## src/rtl/inst_fetch_pkg.sv

```systemverilog
// Shared definitions for the instruction fetch unit: FSM state encodings,
// the canonical NOP word and a word-alignment helper.
// Optional feature macro used by this block: IFU_MISALIGN_TRAP_EN.
package inst_fetch_pkg;

    typedef enum logic [2:0] {
        IFU_IDLE  = 3'd0,
        IFU_FETCH = 3'd1,
        IFU_WAIT  = 3'd2,
        IFU_HOLD  = 3'd3,
        IFU_DRAIN = 3'd4,
        IFU_FAULT = 3'd5
    } ifu_state_t;

    // addi x0,x0,0
    localparam logic [31:0] INST_NOP = 32'h0000_0013;

    // Clear the byte-offset bits of an address.
    function automatic logic [31:0] align_word(input logic [31:0] addr);
        return {addr[31:2], 2'b00};
    endfunction

endpackage

```

## src/rtl/inst_fetch_buf.sv

```systemverilog
// One-entry holding register for a fetched instruction and its PC.
// Handshake: the entry is offered while valid=1 and is consumed on a cycle
// where valid & ready are both high; flush drops the entry unconditionally
// and takes priority over load and consume.
module inst_fetch_buf
    import inst_fetch_pkg::*;
#(
    parameter logic [31:0] RESET_PC = 32'h0000_0000,
    parameter logic [31:0] NOP_INST = INST_NOP
) (
    input  logic        clk,
    input  logic        rst_n,
    input  logic        load,
    input  logic        flush,
    input  logic        pc_set,
    input  logic [31:0] inst_in,
    input  logic [31:0] pc_in,
    input  logic        ready,
    output logic        valid,
    output logic [31:0] inst,
    output logic [31:0] pc
);

    logic [31:0] inst_q;

    // Buffer state: flush wins, then load, then consume by decode.
    always_ff @(posedge clk or negedge rst_n) begin
        if (!rst_n) begin
            valid  <= 1'b0;
            inst_q <= NOP_INST;
            pc     <= RESET_PC;
        end else if (flush) begin
            valid <= 1'b0;
            if (pc_set) pc <= pc_in;
        end else if (load) begin
            valid  <= 1'b1;
            inst_q <= inst_in;
            pc     <= pc_in;
        end else if (valid && ready) begin
            valid <= 1'b0;
        end
    end

    assign inst = valid ? inst_q : NOP_INST;

endmodule

```

## src/rtl/inst_fetch.sv

```systemverilog
// Instruction fetch unit: owns the PC, fetches one word at a time over a
// req/gnt/rvalid interface (at most one fetch outstanding) and hands the
// result to decode through a one-entry valid/ready buffer. Redirects flush
// the buffer; a granted-but-unreturned fetch is drained and its data dropped.
// Optional feature: define IFU_MISALIGN_TRAP_EN to trap misaligned redirect
// targets in a FAULT state instead of silently aligning them.
module inst_fetch
    import inst_fetch_pkg::*;
#(
    parameter logic [31:0] RESET_PC = 32'h0000_0000,
    parameter logic [31:0] NOP_INST = 32'h0000_0013
) (
    input  logic        clk,
    input  logic        rst_n,
    output logic        imem_req,
    output logic [31:0] imem_addr,
    input  logic        imem_gnt,
    input  logic        imem_rvalid,
    input  logic [31:0] imem_rdata,
    input  logic        redir_valid,
    input  logic [31:0] redir_pc,
    output logic        inst_valid,
    input  logic        inst_ready,
    output logic [31:0] inst,
    output logic [31:0] inst_pc,
    output logic [31:0] inst_pc4,
    output logic        fetch_fault,
    output logic [2:0]  fsm_state
);

    ifu_state_t  state;
    logic [31:0] pc;
    logic [31:0] redir_tgt;
    logic        busy;
    logic        buf_load;
    logic        buf_pc_set;
    logic [31:0] buf_pc_in;

`ifdef IFU_MISALIGN_TRAP_EN
    logic misaligned;
    logic fault;
    logic pending;

    assign misaligned  = redir_valid && (redir_pc[1:0] != 2'b00);
    assign redir_tgt   = redir_pc;
    assign fetch_fault = fault;
    assign buf_pc_set  = misaligned;
    assign buf_pc_in   = misaligned ? redir_pc : pc;
`else
    logic unused_redir_bits;

    assign unused_redir_bits = ^redir_pc[1:0];
    assign redir_tgt   = align_word(redir_pc);
    assign fetch_fault = 1'b0;
    assign buf_pc_set  = 1'b0;
    assign buf_pc_in   = pc;
`endif

    // A fetch will still be outstanding after this cycle.
    always_comb begin
        busy = 1'b0;
        case (state)
            IFU_FETCH: busy = imem_gnt;
            IFU_WAIT,
            IFU_DRAIN: busy = !imem_rvalid;
`ifdef IFU_MISALIGN_TRAP_EN
            IFU_FAULT: busy = pending && !imem_rvalid;
`endif
            default:   busy = 1'b0;
        endcase
    end

    // Fetch FSM: redirect first, otherwise the normal fetch/wait/hold loop.
    always_ff @(posedge clk or negedge rst_n) begin
        if (!rst_n) begin
            state    <= IFU_IDLE;
            pc       <= RESET_PC;
            imem_req <= 1'b0;
`ifdef IFU_MISALIGN_TRAP_EN
            fault    <= 1'b0;
            pending  <= 1'b0;
`endif
        end else if (redir_valid) begin
`ifdef IFU_MISALIGN_TRAP_EN
            if (misaligned) begin
                state    <= IFU_FAULT;
                fault    <= 1'b1;
                imem_req <= 1'b0;
                pending  <= busy;
            end else begin
                fault    <= 1'b0;
                pending  <= 1'b0;
`else
            begin
`endif
                pc       <= redir_tgt;
                state    <= busy ? IFU_DRAIN : IFU_FETCH;
                imem_req <= !busy;
            end
        end else begin
            case (state)
                IFU_IDLE: begin
                    state    <= IFU_FETCH;
                    imem_req <= 1'b1;
                end
                IFU_FETCH: begin
                    if (imem_gnt) begin
                        state    <= IFU_WAIT;
                        imem_req <= 1'b0;
                    end
                end
                IFU_WAIT: begin
                    if (imem_rvalid) begin
                        pc    <= pc + 32'd4;
                        state <= IFU_HOLD;
                    end
                end
                IFU_HOLD: begin
                    if (inst_ready) begin
                        state    <= IFU_FETCH;
                        imem_req <= 1'b1;
                    end
                end
                IFU_DRAIN: begin
                    if (imem_rvalid) begin
                        state    <= IFU_FETCH;
                        imem_req <= 1'b1;
                    end
                end
`ifdef IFU_MISALIGN_TRAP_EN
                IFU_FAULT: begin
                    if (imem_rvalid) pending <= 1'b0;
                end
`endif
                default: begin
                    state    <= IFU_IDLE;
                    imem_req <= 1'b0;
                end
            endcase
        end
    end

    assign buf_load  = (state == IFU_WAIT) && imem_rvalid && !redir_valid;
    assign imem_addr = pc;
    assign fsm_state = state;
    assign inst_pc4  = inst_pc + 32'd4;

    inst_fetch_buf #(
        .RESET_PC (RESET_PC),
        .NOP_INST (NOP_INST)
    ) u_buf (
        .clk     (clk),
        .rst_n   (rst_n),
        .load    (buf_load),
        .flush   (redir_valid),
        .pc_set  (buf_pc_set),
        .inst_in (imem_rdata),
        .pc_in   (buf_pc_in),
        .ready   (inst_ready),
        .valid   (inst_valid),
        .inst    (inst),
        .pc      (inst_pc)
    );

endmodule

```

## config.mk

```make
export PLATFORM = sky130hd
export DESIGN_NAME = inst_fetch
export DESIGN_NICKNAME = d
export VERILOG_FILES = /design/src/rtl/inst_fetch_pkg.sv /design/src/rtl/inst_fetch_buf.sv /design/src/rtl/inst_fetch.sv
export SDC_FILE = /design/constraint.sdc
export NUM_CORES = 1
export LEC_CHECK = 0
export CORE_MARGIN = 3
export CORE_UTILIZATION = 65
export CTS_BUF_LIST = sky130_fd_sc_hd__clkbuf_4
export DETAILED_ROUTE_END_ITERATION = 8
export DONT_BUFFER_PORTS = 1
export PLACE_DENSITY = 0.79
export SETUP_SLACK_MARGIN = 0.1
export SLEW_MARGIN = 20
export SYNTH_ARGS = -nofsm -noshare
export SYNTH_HDL_FRONTEND = slang
export SYNTH_HIERARCHICAL = 1
export SYNTH_SLANG_ARGS = --single-unit
```

## constraint.sdc

```tcl
create_clock -name clk -period 2.97 [get_ports clk]
set_input_delay 0.297 -clock clk [delete_from_list [all_inputs] [get_ports clk]]
set_output_delay 0.297 -clock clk [all_outputs]
set_load 0.05 [all_outputs]
```

==> impl_metrics.toml, run 1 <==
[detailed_routing]
routedWlPerCell_um = 21.8
first_pass_iters = 5
via_per_inst = 6.05
drc = 0
drt_iter0_drc = 275
wl_met1_um = 5440
vias = 4250
wirelength_um = 15300
wl_met3_um = 1500
met2WireLength_um = 7770
top_layer = "met4"
final_antenna_net_count = 0

[synth]
synth_ff_type = "dfrtp_1"
synth_edf_count = 0
yosysWarnings = 6
synthArstFlopShare = 1.00
synth.avg_cell_area_sq_um = 10.7
synth-seq-area-share = 0.480
synth_seq_cells = 99
synth_area_sq_um = 5170
syn_inst = 483
yosysUniqueCellTypes = 47

[sta]
hold_viol_final = 0
whs_ns = 0.0174
fin_crit_sh = 0.946
worstMarginPinSlew_ns = 0.898
setup_tns_ns = 0
skew_ns = 0.0153
fin_crit_ns = 2.81
report.final.slew_viol_count = 0
finalSetupViolCount = 0
final.setup.worst_slack_ns = 0.162
max_freq_mhz = 356
rsz0062_at_grt = "true"
max_slew_margin = 0.401

[layout]
fin_util = 0.885
final_cell_mix = "dfrtp_1 (96), buf_4 (62), mux2_2 (60)"
final_common_cell = "dfrtp_1"
fillCellCount = 336
fin_nets = 669
syn_to_final_growth_pct = 28.0
layout-drive-gt1-share = 0.274

[power]
power_leakage_uw = 0.00294
netSwitchingPower_uw = 2110
ir_drop_mv = 0.565
p_int_uw = 2770
swShare = 0.433
pwr-share-clk = 0.183
p_per_area_nw_per_um2 = 737
seq_power_share = 0.442
p_total_uw = 4880
share_comb_of_total_power = 0.375

[placed_design]
gp_congestion = 0.929
place_ws_ns = 0.467
numPortBuffers = 0
dpl.hpwl_um = 9120

[clocking]
clk_latency_ns = 0.44
htreeDepth = 3
max-clock-path-buffers = 2
clkTransAtPathRegs_ns = 0.14
root_buffer = "clkbuf_4"
cts_made_buffers = 9
cts_num_sinks = 99
cts_tree = "yes"

[setup_path]
path_class = "flop to primary output"
r2r_slack_ns = 0.63
endpoint_kind = "primary output"
worstPathRequired_ns = 2.67
rr_startpoint = "fsm_state[2]"
r2r_cells = 5
worstSetupStartpointType = "flop"
reg2reg_to = "u_buf/inst_q[22]"
cp_max_fo = 7
cp.arrival_ns = 2.51

[grt]
grt_max_degree = 100
grt_pass1_wl_um = 21200
antenna_found_initial = 0
first_global_vias = 4035
grt_usage = 0.310
grt_overflow = 0

[worst_hold_path]
min_path_type = "input port to flop"
hold_depth = 2
hold_start = "redir_valid"
whs_endpoint = "imem_addr[8]"

[die]
fp.dieW_um = 95.2
row_count = 31
ioPinCount = 204
core_area_sq_um = 7490
dieArea_sq_um = 9070
start_util = 0.691
die_h_um = 95.2

[status]
status = "completed"

[job]
drv_cap = 0
-- what timing repair did --
| action | in CTS | in global routing |
|---|---|---|
| gates cloned | 0 | 0 |
| endpoints found under the setup margin | 8 | 10 |
| setup buffers | 0 | 1 |
| hold endpoints to repair | 150 | 11 |
| pin swaps | 0 | 1 |
| hold buffers | 49 | 11 |
| gates resized for setup | 2 | 4 |
-- kinds of logic after synthesis --
| logic type | count (synthesis) | share of synthesized area |
|---|---|---|
| other | 1 | 0.000725 |
| AND/OR/NAND/NOR | 183 | 0.194 |
| adder cells (fa/ha/maj) | 2 | 0.00484 |
| AO/OA/AOI/OAI | 41 | 0.0438 |
| flip-flops | 99 | 0.480 |
| buffers and inverters | 35 | 0.0380 |
| XOR/XNOR | 55 | 0.0931 |
| multiplexers | 67 | 0.146 |
-- power groups by stage --
| stage | logic [uW] | registers (uW) | clock network, uW |
|---|---|---|---|
| final | 1830 | 2160 | 891 |
| after global routing | 1920 | 2180 | 960 |
| after CTS | 1780 | 2120 | 888 |
| after detailed placement | 1680 | 2150 | 0 |
| after global placement | 1640 | 2120 | 0 |
| after floorplan | 922 | 2420 | 0 |
-- registers in the layout, indices dropped and copies added (netlist names) --
name and count:
u_buf/inst_q 32, u_buf/pc 32, imem_addr 30, fsm_state 3, imem_req 1, u_buf/valid 1
-- critical path, cell delays in order (launching register included) --
cell and delay, ns:
dfrtp_1 0.39, ha_1 0.23, and4_1 0.29, and3_2 0.28, nor2b_4 0.27, nand3_1 0.19, xnor2_2 0.25, buf_12 0.18
-- worst max-delay path by stage --
stage / from / slack [ns] / endpoint / cells after the start
after floorplan: u_buf/pc[2] / 0.16 / inst_pc4[18] / 6
final: u_buf/pc[3] / 0.16 / inst_pc4[20] / 7
after CTS: u_buf/pc[3] / 0.11 / inst_pc4[26] / 7
after detailed placement: u_buf/pc[3] / 0.47 / inst_pc4[26] / 7
after global placement: u_buf/pc[2] / 0.54 / inst_pc4[26] / 7
after global routing: u_buf/pc[2] / 0.008 / inst_pc4[15] / 7
-- layer usage --
layer,track usage,vias to the layer above
li1,-,1882
met1,0.354,2073
met2,0.527,239
met3,0.0979,56
met4,0.148,0
met5,0,-
-- per-stage QoR --
stage                     cells  instance area (sq um)
final                       702                   6620
after global placement      624                   5770
after CTS                   689                   6480
after detailed placement    624                   5770
after floorplan             488                   5240
after global routing        701                   6620
-- area by class of cell --
class | instances | area, sq um | area share
sequential | 99 | 2480 | 0.375
clock inverter | 5 | 103 | 0.0155
tap | 99 | 124 | 0.0187
multi-input combinational | 354 | 2600 | 0.392
antenna | 1 | 2.50 | 0.000378
timing repair buffer | 128 | 1210 | 0.183
clock buffer | 11 | 82.6 | 0.0125
inverter | 5 | 18.8 | 0.00283
-- synth_stat cells, types with 2 or more instances --
cell type,n,area [sq um]
inv_1,5,18.8
and3_1,10,62.6
nor2_1,12,45.0
mux2_2,60,676
buf_6,3,33.8
buf_4,10,75.1
a21oi_1,4,20.0
nand4b_1,2,17.5
nand2b_1,4,25.0
nor4_4,2,42.5
nor4_1,2,12.5
mux2i_1,2,20.0
nand3b_1,2,15.0
and2_1,31,194
nand3_1,20,100
o21ai_0,28,140
dfstp_2,3,78.8
nand2_1,55,206
xnor2_1,33,289
mux2_1,4,45.0
clkbuf_1,13,48.8
nand4_1,16,100
dfrtp_1,96,2400
nor2b_1,5,31.3
buf_2,3,15.0
a22oi_1,2,15.0
ha_1,2,25.0
and4_1,5,43.8
nor3_1,10,50.1
xor2_1,22,193
Note: power is estimated with default switching activity, not from simulation.
==> run 2: changes to the inputs <==
--- a/config.mk
+++ b/config.mk
@@ -10,7 +10,7 @@
 export CTS_BUF_LIST = sky130_fd_sc_hd__clkbuf_4
 export DETAILED_ROUTE_END_ITERATION = 8
 export DONT_BUFFER_PORTS = 1
-export PLACE_DENSITY = 0.79
+export PLACE_DENSITY = 0.81
 export SETUP_SLACK_MARGIN = 0.1
 export SLEW_MARGIN = 20
 export SYNTH_ARGS = -nofsm -noshare
==> impl_metrics.toml, run 2 (synthesized netlist as in run 1, its figures left out) <==
[detailed_routing]
met2WireLength_um = 8010
wl_met1_um = 5500
drt_iter0_drc = 178
wirelength_um = 15400
first_pass_iters = 4
final_antenna_net_count = 0
top_layer = "met4"
vias = 4283
via_per_inst = 6.02
wl_met3_um = 1450
drc = 0
routedWlPerCell_um = 21.7

[worst_hold_path]
min_path_type = "input port to flop"
hold_depth = 2

[grt]
grt_max_degree = 100
antenna_found_initial = 0
grt_usage = 0.335
grt_pass1_wl_um = 22800
first_global_vias = 4355
grt_overflow = 0

[layout]
final_cell_mix = "dfrtp_1 (96), dlygate4sd3_1 (66), buf_4 (63)"
fin_util = 0.893
syn_to_final_growth_pct = 29.2
layout-drive-gt1-share = 0.279
final_common_cell = "dfrtp_1"
antenna-diode-count = 0
fin_area_sq_um = 6690
fin_nets = 679

[setup_path]
path_class = "flop to primary output"
r2r_slack_ns = 0.29
crit_path_cell_trace = "and3_1 > nor3b_2 > nand3_1 > xnor2_2 > buf_4"
crit_slowest_cell = "dfrtp_1"
cp.arrival_ns = 2.53
worstPathRequired_ns = 2.67
r2r_cells = 7
cpPeakStageDelay_ns = 0.78
cp_max_fo = 5
endpoint_kind = "primary output"
worstSetupStartpointType = "flop"

[status]
status = "completed"

[die]
die_h_um = 95.2
start_util = 0.691
core_area_sq_um = 7490
dieArea_sq_um = 9070
fp.dieW_um = 95.2
row_count = 31
ioPinCount = 204

[placed_design]
place_area_sq_um = 5770
numPortBuffers = 0
gp_congestion = 0.923
dpl.hpwl_um = 9280

[clocking]
htreeDepth = 3
cts_made_buffers = 9
max-clock-path-buffers = 2
cts_num_sinks = 99
cts_tree = "yes"
clkTransAtPathRegs_ns = 0.16
clk_latency_ns = 0.46
root_buffer = "clkbuf_4"

[sta]
worstMarginPinSlew_ns = 0.916
finalSetupViolCount = 0
report.final.slew_viol_count = 0
setup_tns_ns = 0
rsz0062_at_grt = "false"
max_slew_margin = 0.389
fin_crit_ns = 2.83
skew_ns = 0.0261
fin_crit_sh = 0.952
hold_viol_final = 0
max_freq_mhz = 354

[job]
drv_cap = 0

[power]
ir_drop_mv = 0.601
p_per_area_nw_per_um2 = 708
power_leakage_uw = 0.00296
-- run 2: where the power goes --
group          switching, uW  internal, uW  leakage, uW
Combinational           1170           679      0.00165
Sequential               489          1660      0.00124
Clock                    462           272    0.0000705
-- run 2: metrics by stage --
step,hold WS [ns],instances,total power [uW],setup slack (ns)
after floorplan,0.00141,488,3340,0.162
after global placement,0.00457,624,3760,0.525
after detailed placement,0.00479,624,3830,0.374
after CTS,0.00172,703,4630,0.134
after global routing,0.0179,711,4910,0.0768
final,0.0233,711,4730,0.144
-- run 2: worst paths after layout --
| kind | startpoint | end |
|---|---|---|
| setup / recovery | u_buf/pc[22] | inst_pc4[29] |
| hold / removal | redir_valid | imem_addr[31] |
| setup reg to reg | imem_addr[9] | imem_addr[18] |
| hold reg to reg | u_buf/inst_q[5] | u_buf/inst_q[5] |
| max in group asynchronous | rst_n | u_buf/inst_q[4] |
| min in group asynchronous | rst_n | u_buf/inst_q[10] |
-- run 2: metal layers --
metal / GRT usage / vias to the layer above
met5: 0 / -
met4: 0.145 / 0
met3: 0.107 / 43
met2: 0.580 / 235
met1: 0.378 / 2093
li1: - / 1912
-- run 2: worst max-delay path: cells and delay by family (launching register included) --
family | cells | cell delay, ns
xor gates and xnor gates | 1 | 0.19
buffers and inverters | 1 | 0.22
DFF | 1 | 0.78
and+or+nand+nor | 3 | 0.89
-- run 2: cell type report --
class | instances | area [sq um]
Sequential cell | 99 | 2480
Multi-Input combinational cell | 354 | 2610
Fill cell | 327 | 800
Clock buffer | 11 | 82.6
Tap cell | 99 | 124
Clock inverter | 5 | 53.8
Inverter | 5 | 18.8
Timing Repair Buffer | 138 | 1310
-- run 2: what timing repair did --
| action | in CTS | in global routing |
|---|---|---|
| setup endpoints to repair | 8 | 9 |
| buffers inserted | 0 | 3 |
| gates resized for setup | 3 | 9 |
| hold buffers | 63 | 5 |
| hold endpoints to repair | 160 | 6 |
| pin swaps | 0 | 3 |
